===== config.mk =====
export PLATFORM = sky130hd
export DESIGN_NAME = sysace_cmd_sched_flat
export DESIGN_NICKNAME = d
export VERILOG_FILES = /design/src/rtl/sysace_cmd_sched_pkg.sv /design/src/rtl/sysace_cmd_sched_if.sv /design/src/rtl/sysace_cmd_sched_busy_filter.sv /design/src/rtl/sysace_cmd_sched.sv /design/src/flat_wrapper.sv
export SDC_FILE = /design/constraint.sdc
export NUM_CORES = 1
export LEC_CHECK = 0
export CAP_MARGIN = 10
export CORE_AREA = 2 2 157 159
export CTS_CLUSTER_DIAMETER = 60
export DETAILED_ROUTE_END_ITERATION = 6
export DIE_AREA = 0 0 159 161
export GPL_TIMING_DRIVEN = 1
export PLACE_DENSITY = 0.68
export SETUP_SLACK_MARGIN = 0.2
export SKIP_CTS_REPAIR_TIMING = 1
export SYNTH_ARGS = -nofsm -noshare
export SYNTH_HDL_FRONTEND = slang
export SYNTH_SLANG_ARGS = --single-unit
export TNS_END_PERCENT = 50

===== constraint.sdc =====
create_clock -name clk -period 6.69 [get_ports clk]
set_input_delay 0.669 -clock clk [delete_from_list [all_inputs] [get_ports clk]]
set_output_delay 0.669 -clock clk [all_outputs]
set_load 0.01 [all_outputs]

===== src/rtl/sysace_cmd_sched_pkg.sv =====
// sysace_cmd_sched_pkg: shared types and helpers for the SystemACE read scheduler
//   state_t      one-hot FSM encoding
//   SECTOR_WORDS 16-bit words per sector
//   clog2_min1   $clog2 clamped to at least 1 bit
package sysace_cmd_sched_pkg;
    localparam int SECTOR_WORDS = 256;
    typedef enum logic [5:0] {
        IDLE      = 6'b000001,
        START     = 6'b000010,
        WAIT_BUSY = 6'b000100,
        XFER      = 6'b001000,
        DONE      = 6'b010000,
        RECOVER   = 6'b100000
    } state_t;
    function automatic int clog2_min1(input int n);
        return (n > 1) ? $clog2(n) : 1;
    endfunction
endpackage


===== src/rtl/sysace_cmd_sched_if.sv =====
// sysace_cmd_sched_if: request, controller and completion signals of the scheduler
//   req_*      per-channel requests (valid/ready, packed lba and sector count)
//   sysace_*   command and handshake towards the SystemACE MPU controller
//   done_*     per-command completion strobe, channel and error flag
//   sched_busy/q_level  scheduler status
//   master = scheduler view, slave = environment view
interface sysace_cmd_sched_if
    import sysace_cmd_sched_pkg::*;
#(
    parameter int NCH    = 2,
    parameter int QDEPTH = 4,
    parameter int LBA_W  = 28,
    parameter int NSEC_W = 8
);
    localparam int CH_W  = clog2_min1(NCH);
    localparam int LVL_W = $clog2(QDEPTH) + 1;
    logic [NCH-1:0]        req_valid;
    logic [NCH-1:0]        req_ready;
    logic [NCH*LBA_W-1:0]  req_lba;
    logic [NCH*NSEC_W-1:0] req_nsectors;
    logic [LBA_W-1:0]      sysace_mpulba;
    logic [NSEC_W-1:0]     sysace_nsectors;
    logic                  sysace_start;
    logic                  sysace_busy;
    logic                  sysace_read_avail;
    logic                  done_valid;
    logic [CH_W-1:0]       done_ch;
    logic                  done_err;
    logic                  sched_busy;
    logic [LVL_W-1:0]      q_level;
    modport master (
        input  req_valid, req_lba, req_nsectors, sysace_busy, sysace_read_avail,
        output req_ready, sysace_mpulba, sysace_nsectors, sysace_start,
               done_valid, done_ch, done_err, sched_busy, q_level
    );
    modport slave (
        output req_valid, req_lba, req_nsectors, sysace_busy, sysace_read_avail,
        input  req_ready, sysace_mpulba, sysace_nsectors, sysace_start,
               done_valid, done_ch, done_err, sched_busy, q_level
    );
endinterface


===== src/rtl/sysace_cmd_sched_busy_filter.sv =====
// sysace_busy_filter: hysteresis filter accepting a level change only after DEPTH equal samples
//   clk, rst_n  clock, asynchronous active-low reset
//   din         raw busy level
//   dout        filtered busy level
module sysace_busy_filter #(
    parameter int DEPTH = 3
) (
    input  logic clk,
    input  logic rst_n,
    input  logic din,
    output logic dout
);
    logic [DEPTH-1:0] sh;
    always_ff @(posedge clk or negedge rst_n) begin
        if (!rst_n) begin
            sh   <= '0;
            dout <= 1'b0;
        end else begin
            sh   <= DEPTH'({sh, din});
            dout <= (&sh) ? 1'b1 : (~|sh) ? 1'b0 : dout;
        end
    end
endmodule


===== src/rtl/sysace_cmd_sched.sv =====
// sysace_cmd_sched: round-robin multi-channel read scheduler in front of the SystemACE MPU controller
//   clk, rst_n  clock, asynchronous active-low reset
//   bus         sysace_cmd_sched_if.master: requests in, controller command/handshake, completions out
module sysace_cmd_sched
    import sysace_cmd_sched_pkg::*;
#(
    parameter int NCH       = 2,
    parameter int QDEPTH    = 4,
    parameter int BUSY_FILT = 3,
    parameter int LBA_W     = 28,
    parameter int NSEC_W    = 8,
    parameter int TMO_W     = 20
) (
    input logic clk,
    input logic rst_n,
    sysace_cmd_sched_if.master bus
);
    localparam int CH_W   = clog2_min1(NCH);
    localparam int QA_W   = $clog2(QDEPTH);
    localparam int SW_LOG = $clog2(SECTOR_WORDS);
    localparam int WC_W   = NSEC_W + 1 + SW_LOG;
    state_t            state;
    logic [QA_W:0]     wr_ptr, rd_ptr;
    logic [CH_W-1:0]   rr_ptr, gch, idx, cur_ch;
    logic [CH_W-1:0]   q_ch   [QDEPTH];
    logic [LBA_W-1:0]  q_lba  [QDEPTH];
    logic [NSEC_W-1:0] q_nsec [QDEPTH];
    logic              found, full, empty, push, fbusy, err, tmo;
    logic [WC_W-1:0]   word_cnt, wc_nx, exp_words;
    logic [TMO_W-1:0]  tmo_cnt;
    sysace_busy_filter #(.DEPTH(BUSY_FILT)) u_filt (
        .clk  (clk),
        .rst_n(rst_n),
        .din  (bus.sysace_busy),
        .dout (fbusy)
    );
    // first valid channel at or after rr_ptr
    always_comb begin
        found = 1'b0;
        gch   = '0;
        idx   = '0;
        for (int k = 0; k < NCH; k++) begin
            idx = CH_W'((int'(rr_ptr) + k) % NCH);
            if (!found && bus.req_valid[idx]) begin
                found = 1'b1;
                gch   = idx;
            end
        end
    end
    // extra pointer bit distinguishes full from empty
    assign empty          = wr_ptr == rd_ptr;
    assign full           = (wr_ptr[QA_W] != rd_ptr[QA_W]) && (wr_ptr[QA_W-1:0] == rd_ptr[QA_W-1:0]);
    assign push           = found && !full;
    assign bus.req_ready  = push ? NCH'(1) << gch : '0;
    assign bus.q_level    = wr_ptr - rd_ptr;
    assign bus.sched_busy = !empty || state != IDLE;
    // a zero sector count stands for 2**NSEC_W sectors
    assign exp_words      = {bus.sysace_nsectors == '0, bus.sysace_nsectors, {SW_LOG{1'b0}}};
    assign wc_nx          = (bus.sysace_read_avail && !(&word_cnt)) ? word_cnt + 1'b1 : word_cnt;
    assign tmo            = &tmo_cnt;
    always_ff @(posedge clk) begin
        if (push) begin
            q_ch[wr_ptr[QA_W-1:0]]   <= gch;
            q_lba[wr_ptr[QA_W-1:0]]  <= bus.req_lba[gch*LBA_W +: LBA_W];
            q_nsec[wr_ptr[QA_W-1:0]] <= bus.req_nsectors[gch*NSEC_W +: NSEC_W];
        end
    end
    always_ff @(posedge clk or negedge rst_n) begin
        if (!rst_n) begin
            state               <= IDLE;
            wr_ptr              <= '0;
            rd_ptr              <= '0;
            rr_ptr              <= '0;
            cur_ch              <= '0;
            err                 <= 1'b0;
            word_cnt            <= '0;
            tmo_cnt             <= '0;
            bus.sysace_mpulba   <= '0;
            bus.sysace_nsectors <= '0;
            bus.sysace_start    <= 1'b0;
            bus.done_valid      <= 1'b0;
            bus.done_ch         <= '0;
            bus.done_err        <= 1'b0;
        end else begin
            bus.sysace_start <= 1'b0;
            bus.done_valid   <= 1'b0;
            if (push) begin
                wr_ptr <= wr_ptr + 1'b1;
                rr_ptr <= (gch == CH_W'(NCH - 1)) ? '0 : gch + 1'b1;
            end
            if (state == WAIT_BUSY || state == XFER)
                tmo_cnt <= (state == XFER && bus.sysace_read_avail) ? '0 : tmo ? tmo_cnt : tmo_cnt + 1'b1;
            case (state)
                IDLE: if (!empty) begin
                    rd_ptr              <= rd_ptr + 1'b1;
                    cur_ch              <= q_ch[rd_ptr[QA_W-1:0]];
                    bus.sysace_mpulba   <= q_lba[rd_ptr[QA_W-1:0]];
                    bus.sysace_nsectors <= q_nsec[rd_ptr[QA_W-1:0]];
                    bus.sysace_start    <= 1'b1;
                    state               <= START;
                end
                START: begin
                    word_cnt <= '0;
                    tmo_cnt  <= '0;
                    err      <= 1'b0;
                    state    <= WAIT_BUSY;
                end
                WAIT_BUSY: if (fbusy) state <= XFER;
                    else if (tmo) begin
                        err   <= 1'b1;
                        state <= RECOVER;
                    end
                XFER: begin
                    word_cnt <= wc_nx;
                    if (!fbusy) begin
                        bus.done_valid <= 1'b1;
                        bus.done_ch    <= cur_ch;
                        bus.done_err   <= wc_nx != exp_words;
                        state          <= DONE;
                    end else if (tmo) begin
                        err   <= 1'b1;
                        state <= RECOVER;
                    end
                end
                // never hand out another command while the device still reports busy
                RECOVER: if (!fbusy) begin
                    bus.done_valid <= 1'b1;
                    bus.done_ch    <= cur_ch;
                    bus.done_err   <= err;
                    state          <= DONE;
                end
                DONE: state <= IDLE;
                default: state <= IDLE;
            endcase
        end
    end
endmodule


===== src/flat_wrapper.sv =====
// flat-port wrapper written by rule: the top's interface ports become plain ports
module sysace_cmd_sched_flat import sysace_cmd_sched_pkg::*;
#(
    parameter int NCH       = 2,
    parameter int QDEPTH    = 4,
    parameter int BUSY_FILT = 3,
    parameter int LBA_W     = 28,
    parameter int NSEC_W    = 8,
    parameter int TMO_W     = 20
)
  (clk, rst_n, bus_req_valid, bus_req_lba, bus_req_nsectors, bus_sysace_busy, bus_sysace_read_avail, bus_req_ready, bus_sysace_mpulba, bus_sysace_nsectors, bus_sysace_start, bus_done_valid, bus_done_ch, bus_done_err, bus_sched_busy, bus_q_level);
  sysace_cmd_sched_if #(.NCH(NCH), .QDEPTH(QDEPTH), .LBA_W(LBA_W), .NSEC_W(NSEC_W)) bus_i ();
  input logic clk;
  input logic rst_n;
  input wire logic [$bits(bus_i.req_valid)-1:0] bus_req_valid;
  input wire logic [$bits(bus_i.req_lba)-1:0] bus_req_lba;
  input wire logic [$bits(bus_i.req_nsectors)-1:0] bus_req_nsectors;
  input wire logic [$bits(bus_i.sysace_busy)-1:0] bus_sysace_busy;
  input wire logic [$bits(bus_i.sysace_read_avail)-1:0] bus_sysace_read_avail;
  output wire logic [$bits(bus_i.req_ready)-1:0] bus_req_ready;
  output wire logic [$bits(bus_i.sysace_mpulba)-1:0] bus_sysace_mpulba;
  output wire logic [$bits(bus_i.sysace_nsectors)-1:0] bus_sysace_nsectors;
  output wire logic [$bits(bus_i.sysace_start)-1:0] bus_sysace_start;
  output wire logic [$bits(bus_i.done_valid)-1:0] bus_done_valid;
  output wire logic [$bits(bus_i.done_ch)-1:0] bus_done_ch;
  output wire logic [$bits(bus_i.done_err)-1:0] bus_done_err;
  output wire logic [$bits(bus_i.sched_busy)-1:0] bus_sched_busy;
  output wire logic [$bits(bus_i.q_level)-1:0] bus_q_level;
  assign bus_i.req_valid = bus_req_valid;
  assign bus_i.req_lba = bus_req_lba;
  assign bus_i.req_nsectors = bus_req_nsectors;
  assign bus_i.sysace_busy = bus_sysace_busy;
  assign bus_i.sysace_read_avail = bus_sysace_read_avail;
  assign bus_req_ready = bus_i.req_ready;
  assign bus_sysace_mpulba = bus_i.sysace_mpulba;
  assign bus_sysace_nsectors = bus_i.sysace_nsectors;
  assign bus_sysace_start = bus_i.sysace_start;
  assign bus_done_valid = bus_i.done_valid;
  assign bus_done_ch = bus_i.done_ch;
  assign bus_done_err = bus_i.done_err;
  assign bus_sched_busy = bus_i.sched_busy;
  assign bus_q_level = bus_i.q_level;
  sysace_cmd_sched #(.NCH(NCH), .QDEPTH(QDEPTH), .BUSY_FILT(BUSY_FILT), .LBA_W(LBA_W), .NSEC_W(NSEC_W), .TMO_W(TMO_W)) u_core (.clk(clk), .rst_n(rst_n), .bus(bus_i));
endmodule

==> impl_metrics.ini, run 1 <==
[global_route]
grt_max_degree = 78
grt_pass1_vias = 6708
grt_usage_pct = 17.20
overflow = 0
grt_pass1_wl_microns = 35440
antenna_found_initial = 0

[route]
ant_nets = 0
drt_pass1_iterations = 5
avgRoutedWirePerCell_microns = 17.56
via_per_inst = 5.280
vias = 6589
totalWireLength_microns = 21920
drtIter0Drc = 371
drc_errors = 0

[worst_setup_path]
cp.required_ns = 6.02
crit_type = register to output pin
arrival_ns = 3.64
r2r_cells = 5
cp_max_fo = 40
end_kind = output pin
worst_setup_path_start_kind = register

[power]
ir_drop_mv = 0.2407
swShare_pct = 31.03
seqPwrFrac_pct = 42.4
internal_power_mw = 3.996
cellPowerDensity_nw_per_um2 = 443.3
p_sw_mw = 1.797
total_power_mw = 5.793
p_comb_share_pct = 33.0
clkPwrFrac_pct = 24.6
leakagePower_nw = 4.916

[flow_run]
drv_cap = 0

[synth]
ys_ff_latch = 244
ys_types = 54
synthArstFlopShare_pct = 39.34
yosys_most_used_dff = edfxtp_1
netlist_area_sq_um = 10660
syn_inst = 787
synth_edf_count = 148
yosys_warnings = 0
seq_area_frac_synth_pct = 64.24
avgSynthCellArea_sq_um = 13.55
syn_nets = 876

[clock_network]
htreeDepth = 1
clockRootBuffer = clkbuf_16
cts_tree = yes
clock-sinks = 244
cts.clk_slew.worst_paths_ns = 0.06
cts_buffer_depth = 3
cts_inserted_buffers = 26
clkLatencyLatePin_ns = 0.54

[timing]
rsz0062_at_grt = false
min_period_ns = 4.304
slew_headroom_pct = 30.50
fin_crit_sh_pct = 64.34
tightestPinTransition_ns = 1.042
skew_ns = 0.02262
fin_tns_setup_ns = 0
report.final.slew_viol_count = 0
setup_violations = 0
max_freq_mhz = 232.3
hold_violations = 0
worst_slack_ns = 2.386

[place]
pre_cts_slack_ns = 2.926
port_buffers = 123
dpl.hpwl_microns = 14130
dp_cells = 1200
gp_congestion = 0.8655

[floorplan]
start_util_pct = 44.49
coreArea_sq_um = 23960
io_pins = 124
die_h_microns = 161
die_w_microns = 159
row_count = 57
die_area_sq_um = 25600

[finish]
drive_gt1_share_pct = 15.26
antenna_cells = 0
syn2layout_area_growth_pct = 22.58
final_cells = 1248
nets = 993

[hold_path]
min_path_type = input port to async pin

[run_status]
status = complete, no violations
[per-layer routing]
layer  vias up  track usage, %  share of wire (%)
li1       3119               -                  -
met1      3264           23.49                 44
met2       178           29.21                 48
met3        28           3.159                5.6
met4         0           3.554                1.7
met5         -               0                  0
[final cells by class]
| type | instances | area [sq um] |
|---|---|---|
| inverters | 18 | 67.56 |
| clock inverters | 18 | 191.4 |
| well taps | 324 | 405.4 |
| clock buffers | 30 | 675.6 |
| flip-flops and latches | 244 | 6850 |
| multi-input cells | 487 | 3618 |
| fillers | 2038 | 10900 |
| repair buffers | 127 | 1259 |
[path summary, 6_finish.rpt]
check | startpoint | endpoint | slack (ns)
max | u_core.rd_ptr[1] | bus_req_ready[0] | 2.39
min | rst_n | u_core.bus.sysace_mpulba[15] | 0.02
max reg2reg | u_core.rd_ptr[1] | u_core.q_lba[3][17] | 3.01
min reg2reg | u_core.u_filt.sh[1] | u_core.u_filt.sh[2] | 0.38
max in group asynchronous | rst_n | u_core.rd_ptr[1] | 5.32
min in group clk | u_core.u_filt.sh[1] | u_core.u_filt.sh[2] | 0.38
[cells in the mapped netlist (2+ instances only)]
cell	instances	area share, %
edfxtp_1	148	42
nand2_1	147	5.2
dfrtp_1	95	22
mux2_2	40	4.2
nor2_1	40	1.4
mux4_2	37	7.8
o21ai_0	35	1.6
clkbuf_1	27	0.95
xnor2_1	25	2.1
inv_1	17	0.60
a21oi_1	14	0.66
nor4_1	14	0.82
xor2_1	14	1.2
nor3_1	13	0.61
nand3_1	12	0.56
ha_1	10	1.2
nand4_1	10	0.59
buf_2	9	0.42
and2_1	8	0.47
a31oi_1	5	0.29
and3_1	5	0.29
mux2i_1	5	0.47
or3_1	5	0.29
a22o_1	3	0.25
nand2b_1	3	0.18
nand3b_1	3	0.21
nor2b_1	3	0.18
o211ai_1	3	0.21
o21a_1	3	0.21
a31o_2	2	0.16
and2_0	2	0.12
and4_1	2	0.16
buf_1	2	0.070
nand4b_1	2	0.16
o2111ai_1	2	0.16
o31ai_1	2	0.14
o41ai_1	2	0.16
or4_1	2	0.14
[per-stage QoR]
| stage | hold WS, ns | cell area [sq um] | util [%] |
|---|---|---|---|
| finish | 0.01622 | 13070 | 54.53 |
| global route | 0.01788 | 13070 | 54.53 |
| CTS | 0.005836 | 13070 | 54.53 |
| detailed placement | 0.3743 | 12200 | 50.91 |
| global placement | 0.3596 | 12200 | 50.91 |
| floorplan | 0.3537 | 10660 | - |
[placed cells by master (no fill, tap or decap), types with 3 or more instances in the layout]
| cell | netlist | routed |
|---|---|---|
| nor3_1 | 13 | 13 |
| a31oi_1 | 5 | 5 |
| clkbuf_1 | 27 | 3 |
| a22o_1 | 3 | 3 |
| clkinv_2 | 0 | 5 |
| nand3b_1 | 3 | 3 |
| nand3_1 | 12 | 12 |
| nand2b_1 | 3 | 3 |
| o211ai_1 | 3 | 3 |
| nand2_1 | 147 | 147 |
| mux2_2 | 40 | 40 |
| nor4_1 | 14 | 14 |
| clkdlybuf4s50_1 | 0 | 122 |
| dfrtp_1 | 95 | 93 |
| nor2_1 | 40 | 40 |
| xor2_1 | 14 | 14 |
| edfxtp_1 | 148 | 148 |
| and3_1 | 5 | 5 |
| a21oi_1 | 14 | 13 |
| bufinv_16 | 0 | 3 |
| or3_1 | 5 | 5 |
| mux4_2 | 37 | 37 |
| mux2i_1 | 5 | 5 |
| clkinv_1 | 0 | 6 |
| nand4_1 | 10 | 10 |
| ha_1 | 10 | 10 |
| and2_1 | 8 | 4 |
| o21ai_0 | 35 | 34 |
| o21a_1 | 3 | 3 |
| clkbuf_16 | 0 | 26 |
| nor2b_1 | 3 | 3 |
| buf_4 | 0 | 5 |
| inv_1 | 17 | 17 |
| and2_2 | 1 | 5 |
| xnor2_1 | 25 | 25 |
[power by group through the flow]
stage | combinational, mW | sequential, mW | clock, mW
3_3_place_gp | 1.91 | 2.47 | 0
5_1_grt | 2.09 | 2.51 | 1.53
6_report | 1.91 | 2.46 | 1.42
2_1_floorplan | 1.22 | 2.41 | 0
3_5_place_dp | 1.94 | 2.49 | 0
4_1_cts | 1.95 | 2.46 | 1.46
[worst max-delay path, cell delays in order (launching register included)]
cell	delay (ns)
dfrtp_2	1.03
inv_1	0.14
ha_1	0.32
and2_0	0.28
a21oi_1	0.55
and2_1	0.24
clkdlybuf4s50_1	0.54
[registers in the layout, indices dropped and copies added, names as in the netlist]
name / cells
u_core.bus.sysace_mpulba: 28
u_core.wr_ptr: 3
u_core.rd_ptr: 3
u_core.err: 1
u_core.bus.done_err: 1
u_core.q_nsec: 32
u_core.bus.sysace_start: 1
u_core.bus.done_valid: 1
u_core.bus.sysace_nsectors: 8
u_core.word_cnt: 17
u_core.rr_ptr: 1
u_core.cur_ch: 1
u_core.u_filt.sh: 3
u_core.u_filt.dout: 1
u_core.bus.done_ch: 1
u_core.q_ch: 4
u_core.state: 6
u_core.q_lba: 112
u_core.tmo_cnt: 20
[cells by family (layout without fill, tap and decap cells)]
group	Yosys count	after routing	share of synthesized area, %
adders and majority gates	11	11	1.362
DFF	244	244	64.24
muxes	82	82	12.51
and+or+nand+nor	279	279	12.24
AOI/OAI and AO/OA	76	76	4.366
xor gates and xnor gates	39	39	3.204
buffers and inverters	56	193	2.077
Note: power is estimated with default switching activity, not from simulation.
==> run 2: changes to the inputs <==
--- a/config.mk
+++ b/config.mk
@@ -11,7 +11,7 @@
 export DETAILED_ROUTE_END_ITERATION = 6
 export DIE_AREA = 0 0 159 161
 export GPL_TIMING_DRIVEN = 1
-export PLACE_DENSITY = 0.68
+export PLACE_DENSITY = 0.71
 export SETUP_SLACK_MARGIN = 0.2
 export SKIP_CTS_REPAIR_TIMING = 1
 export SYNTH_ARGS = -nofsm -noshare
==> constraint.sdc (replaced) <==
create_clock -name clk -period 3.95 [get_ports clk]
set_input_delay 0.395 -clock clk [delete_from_list [all_inputs] [get_ports clk]]
set_output_delay 0.395 -clock clk [all_outputs]
set_load 0.01 [all_outputs]
==> run 2 against run 1 <==
Net effect:
- largest cell class unchanged
- sequential share of layout area is 0.28 points lower
- hold slack better by 0.29 ns
- clock power is 61% higher
- largest power group unchanged
==> impl_metrics.ini, run 2 (synthesis results as in run 1) <==
[floorplan]
die_h_microns = 161
die_area_sq_um = 25600
start_util_pct = 44.49
io_pins = 124
row_count = 57
die_w_microns = 159
coreArea_sq_um = 23960

[finish]
multiInputGateArea_sq_um = 3618
largest_register_ffs = 112
antenna_cells = 0
n_fill_cell = 1980
finalInstanceArea_sq_um = 13140
postLayoutCoreUtil_pct = 54.82
final_cell_mix = edfxtp_1 (148), nand2_1 (147), clkdlybuf4s50_1 (122)
final_common_cell = edfxtp_1
syn2layout_area_growth_pct = 23.24
drive_gt1_share_pct = 15.67
nets = 1001
register_area_sq_um = 6850

[place]
dpl_cell_area_sq_um = 12320
port_buffers = 123
dpl.hpwl_microns = 14770
gp_congestion = 0.8998

[hold_path]
min_path_type = input port to register

[power]
leakagePower_nw = 4.944
ir_drop_mv = 0.5031
total_power_mw = 9.809
cellPowerDensity_nw_per_um2 = 746.6

[clock_network]
cts_buffer_depth = 3
htreeDepth = 1
cts.clk_slew.worst_paths_ns = 0.06
clockRootBuffer = clkbuf_16
clkLatencyLatePin_ns = 0.55
clock-sinks = 244
cts_inserted_buffers = 26
cts_tree = yes

[global_route]
overflow = 0
grt_pass1_vias = 6745
grt_max_degree = 46
antenna_found_initial = 0
grt_pass1_wl_microns = 36090
grt_usage_pct = 17.76

[worst_setup_path]
arrival_ns = 2.98
worst_path_max_delay_cell = clkdlybuf4s50_1
path_buf_inv = 2
path_cells = inv_1 > ha_1 > and2_0 > a21oi_1 > and2_1 > clkdlybuf4s50_1
crit_family = buffers and inverters
worst_setup_path_start_kind = register
end_kind = output pin
crit_type = register to output pin
cp.required_ns = 3.56
max_stage_delay_ns = 0.55
cp_max_fo = 9

[timing]
fin_tns_setup_ns = 0
min_period_ns = 3.378
setup_violations = 0
tightestPinTransition_ns = 0.8235
hold_ws_ns = 0.3073
skew_ns = 0.01511
fin_crit_sh_pct = 85.53
report.final.slew_viol_count = 0
max_freq_mhz = 296.0
hold_violations = 0
rsz0062_at_grt = false
slew_headroom_pct = 44.98

[run_status]
status = complete, no violations

[route]
totalWireLength_microns = 22550
drt_pass1_iterations = 5
via_per_inst = 5.342
vias = 6710
avgRoutedWirePerCell_microns = 17.95
drc_errors = 0
ant_nets = 0
drtIter0Drc = 435

[flow_run]
drv_cap = 0
==> run 2: cell types whose count changed in the layout (fill, tap and decap cells not counted), sizes merged <==
cell and change:
buf +7, clkbuf +6, clkinv -5, bufinv -2, dlygate4sd3 +1, inv +1
==> run 2: final timing paths <==
| check | start | endpoint | slack [ns] | cells past startpoint |
|---|---|---|---|---|
| min reg2reg | u_core.u_filt.sh[1] | u_core.u_filt.sh[2] | 0.38 | 0 |
| max in group asynchronous | rst_n | u_core.tmo_cnt[2] | 2.67 | 3 |
| max reg2reg | u_core.word_cnt[0] | u_core.bus.done_err | 0.88 | 11 |
| min in group asynchronous | rst_n | u_core.word_cnt[2] | 0.43 | 2 |
| max | u_core.wr_ptr[0] | bus_req_ready[0] | 0.57 | 6 |
| min | bus_sysace_busy | u_core.u_filt.sh[0] | 0.31 | 1 |
==> run 2: final cells by class <==
| type | instances | area share [%] |
|---|---|---|
| clock buffers | 36 | 5.238 |
| multi-input cells | 487 | 27.54 |
| well taps | 324 | 3.086 |
| clock inverters | 12 | 0.9429 |
| repair buffers | 135 | 10.53 |
| inverters | 18 | 0.5143 |
| flip-flops and latches | 244 | 52.14 |
==> run 2: per-layer routing <==
layer	vias up	GRT usage [%]	routed length [microns]
met2	230	29.94	10760
met4	0	4.008	366
met1	3321	23.90	9867
met5	-	0	0
met3	31	3.826	1559
li1	3128	-	-
==> run 2: per-stage QoR <==
step           setup WS, ns  std cells
2_1_floorplan        0.4555        787
3_3_place_gp         0.9923       1207
3_5_place_dp         0.9739       1207
4_1_cts              0.5526       1255
5_1_grt              0.3694       1256
6_report             0.5716       1256
==> run 2: report_power, final <==
part / internal (mW) / switching (mW) / total [mW]
combinational: 1.73 / 1.71 / 3.44
sequential: 3.69 / 0.386 / 4.08
clock: 1.30 / 0.994 / 2.29
==> run 2: worst register-to-register path: cells and delay by family (launching register included) <==
family,cells,cell delay [ns]
and+or+nand+nor,5,0.89
adders and majority gates,2,0.51
AOI/OAI and AO/OA,4,1.10
DFF,1,0.45
==> run 3: changes to the inputs <==
--- a/config.mk
+++ b/config.mk
@@ -11,7 +11,7 @@
 export DETAILED_ROUTE_END_ITERATION = 6
 export DIE_AREA = 0 0 159 161
 export GPL_TIMING_DRIVEN = 1
-export PLACE_DENSITY = 0.71
+export PLACE_DENSITY = 0.68
 export SETUP_SLACK_MARGIN = 0.2
 export SKIP_CTS_REPAIR_TIMING = 1
 export SYNTH_ARGS = -nofsm -noshare
==> run 3 against run 2 <==
Net effect:
- utilization down 0.12 points
- clock-buffer cell count decreased by 1
- hold slack worse by 0.0028 ns
- critical endpoint unchanged
- clock power rose by 2%
- final cell count hardly changed
- largest power group unchanged
==> impl_metrics.ini, run 3 (synthesis results as in run 1) <==
[clock_network]
cts_tree = yes
clkLatencyLatePin_ns = 0.54
clockRootBuffer = clkbuf_16
cts_buffer_depth = 3
cts.clk_slew.worst_paths_ns = 0.06
cts_inserted_buffers = 25
htreeDepth = 1
clock-sinks = 244

[timing]
report.final.slew_viol_count = 0
hold_ws_ns = 0.3044
hold_violations = 0
slew_headroom_pct = 45.48
fin_crit_sh_pct = 84.29
min_period_ns = 3.330
setup_violations = 0
tightestPinTransition_ns = 0.8103
rsz0062_at_grt = false
max_freq_mhz = 300.3
skew_ns = 0.01159
fin_tns_setup_ns = 0

[hold_path]
min_path_type = input port to register
holdPathStages = 1
hold_end = u_core.u_filt.sh[0]
worstHoldStart = bus_sysace_busy

[worst_setup_path]
cp.required_ns = 3.56
cp_max_fo = 9
worst_setup_path_start_kind = register
timing.rr.end = u_core.bus.done_err
crit_type = register to output pin
end_kind = output pin
arrival_ns = 2.93
r2r_setup_slack_ns = 0.83
r2r_cells = 11
r2r_start = u_core.word_cnt[0]

[route]
drc_errors = 0
drtIter0Drc = 432
ant_nets = 0
drt_pass1_iterations = 5
avgRoutedWirePerCell_microns = 17.79
totalWireLength_microns = 22370
via_per_inst = 5.325
vias = 6694

[floorplan]
die_area_sq_um = 25600
die_w_microns = 159
coreArea_sq_um = 23960
die_h_microns = 161
io_pins = 124
row_count = 57
start_util_pct = 44.49

[power]
cellPowerDensity_nw_per_um2 = 747.5
leakagePower_nw = 4.949
ir_drop_mv = 0.4416

[flow_run]
drv_cap = 0

[finish]
syn2layout_area_growth_pct = 22.97
antenna_cells = 0
drive_gt1_share_pct = 15.86
final_common_cell = edfxtp_1
largest_register_ffs = 112
nets = 1003
final_cell_mix = edfxtp_1 (148), nand2_1 (147), clkdlybuf4s50_1 (122)

[global_route]
grt_pass1_wl_microns = 36670
overflow = 0
grt_usage_pct = 17.99
grt_pass1_vias = 6858
antenna_found_initial = 0
grt_max_degree = 42

[run_status]
status = complete, no violations

[place]
gp_congestion = 0.8654
port_buffers = 123
dpl.hpwl_microns = 14890
-- run 3: layer usage --
metal / wire [microns] / vias to the layer above / part of all wire, % / track usage, %
li1: - / 3132 / - / -
met1: 9709 / 3337 / 43 / 23.71
met2: 10830 / 179 / 48 / 30.47
met3: 1177 / 46 / 5.3 / 3.467
met4: 648 / 0 / 2.9 / 5.620
met5: 0 / - / 0 / 0
-- run 3: area by class of cell --
type / instances / area [sq um]
tap: 324 / 405.4
clock buffer: 35 / 703.2
clock inverter: 11 / 120.1
inverter: 18 / 67.56
fill: 2021 / 10850
sequential: 244 / 6850
timing repair buffer: 138 / 1344
multi-input combinational: 487 / 3618
-- run 3: worst max path at each step --
stage                                    to  slack [ns]  depth (start not counted)                from
2_1_floorplan                u_core.q_ch[3]        0.46                          8    u_core.rd_ptr[1]
3_3_place_gp   u_core.bus.sysace_mpulba[11]        0.82                          5     u_core.state[2]
3_5_place_dp            u_core.bus.done_err        0.89                         11  u_core.word_cnt[0]
4_1_cts                    bus_req_ready[0]        0.56                          7    u_core.wr_ptr[0]
5_1_grt                    bus_req_ready[0]        0.41                          7    u_core.wr_ptr[0]
6_report                   bus_req_ready[0]        0.62                          7    u_core.wr_ptr[0]
-- run 3: critical path, cell delays in order, from the launching register on --
cell	delay [ns]
dfrtp_1	0.40
inv_1	0.15
ha_1	0.26
and2_0	0.15
buf_4	0.15
a21oi_1	0.48
and2_1	0.25
clkdlybuf4s50_1	0.54
-- run 3: power by group --
part           switching [mW]  total (mW)  internal [mW]
clock network           0.960        2.34           1.38
logic                    1.70        3.39           1.69
registers               0.381        4.07           3.69
-- run 3: metrics by stage --
step | setup slack (ns) | total power, mW | utilization (%) | std cells | area (sq um)
after floorplan | 0.4555 | 6.152 | - | 787 | 10660
after global placement | 0.8155 | 7.516 | 51.23 | 1210 | 12280
after detailed placement | 0.8914 | 7.569 | 51.23 | 1210 | 12280
after CTS | 0.5619 | 9.946 | 54.66 | 1256 | 13100
after global routing | 0.4145 | 10.36 | 54.70 | 1257 | 13110
final | 0.6205 | 9.799 | 54.70 | 1257 | 13110
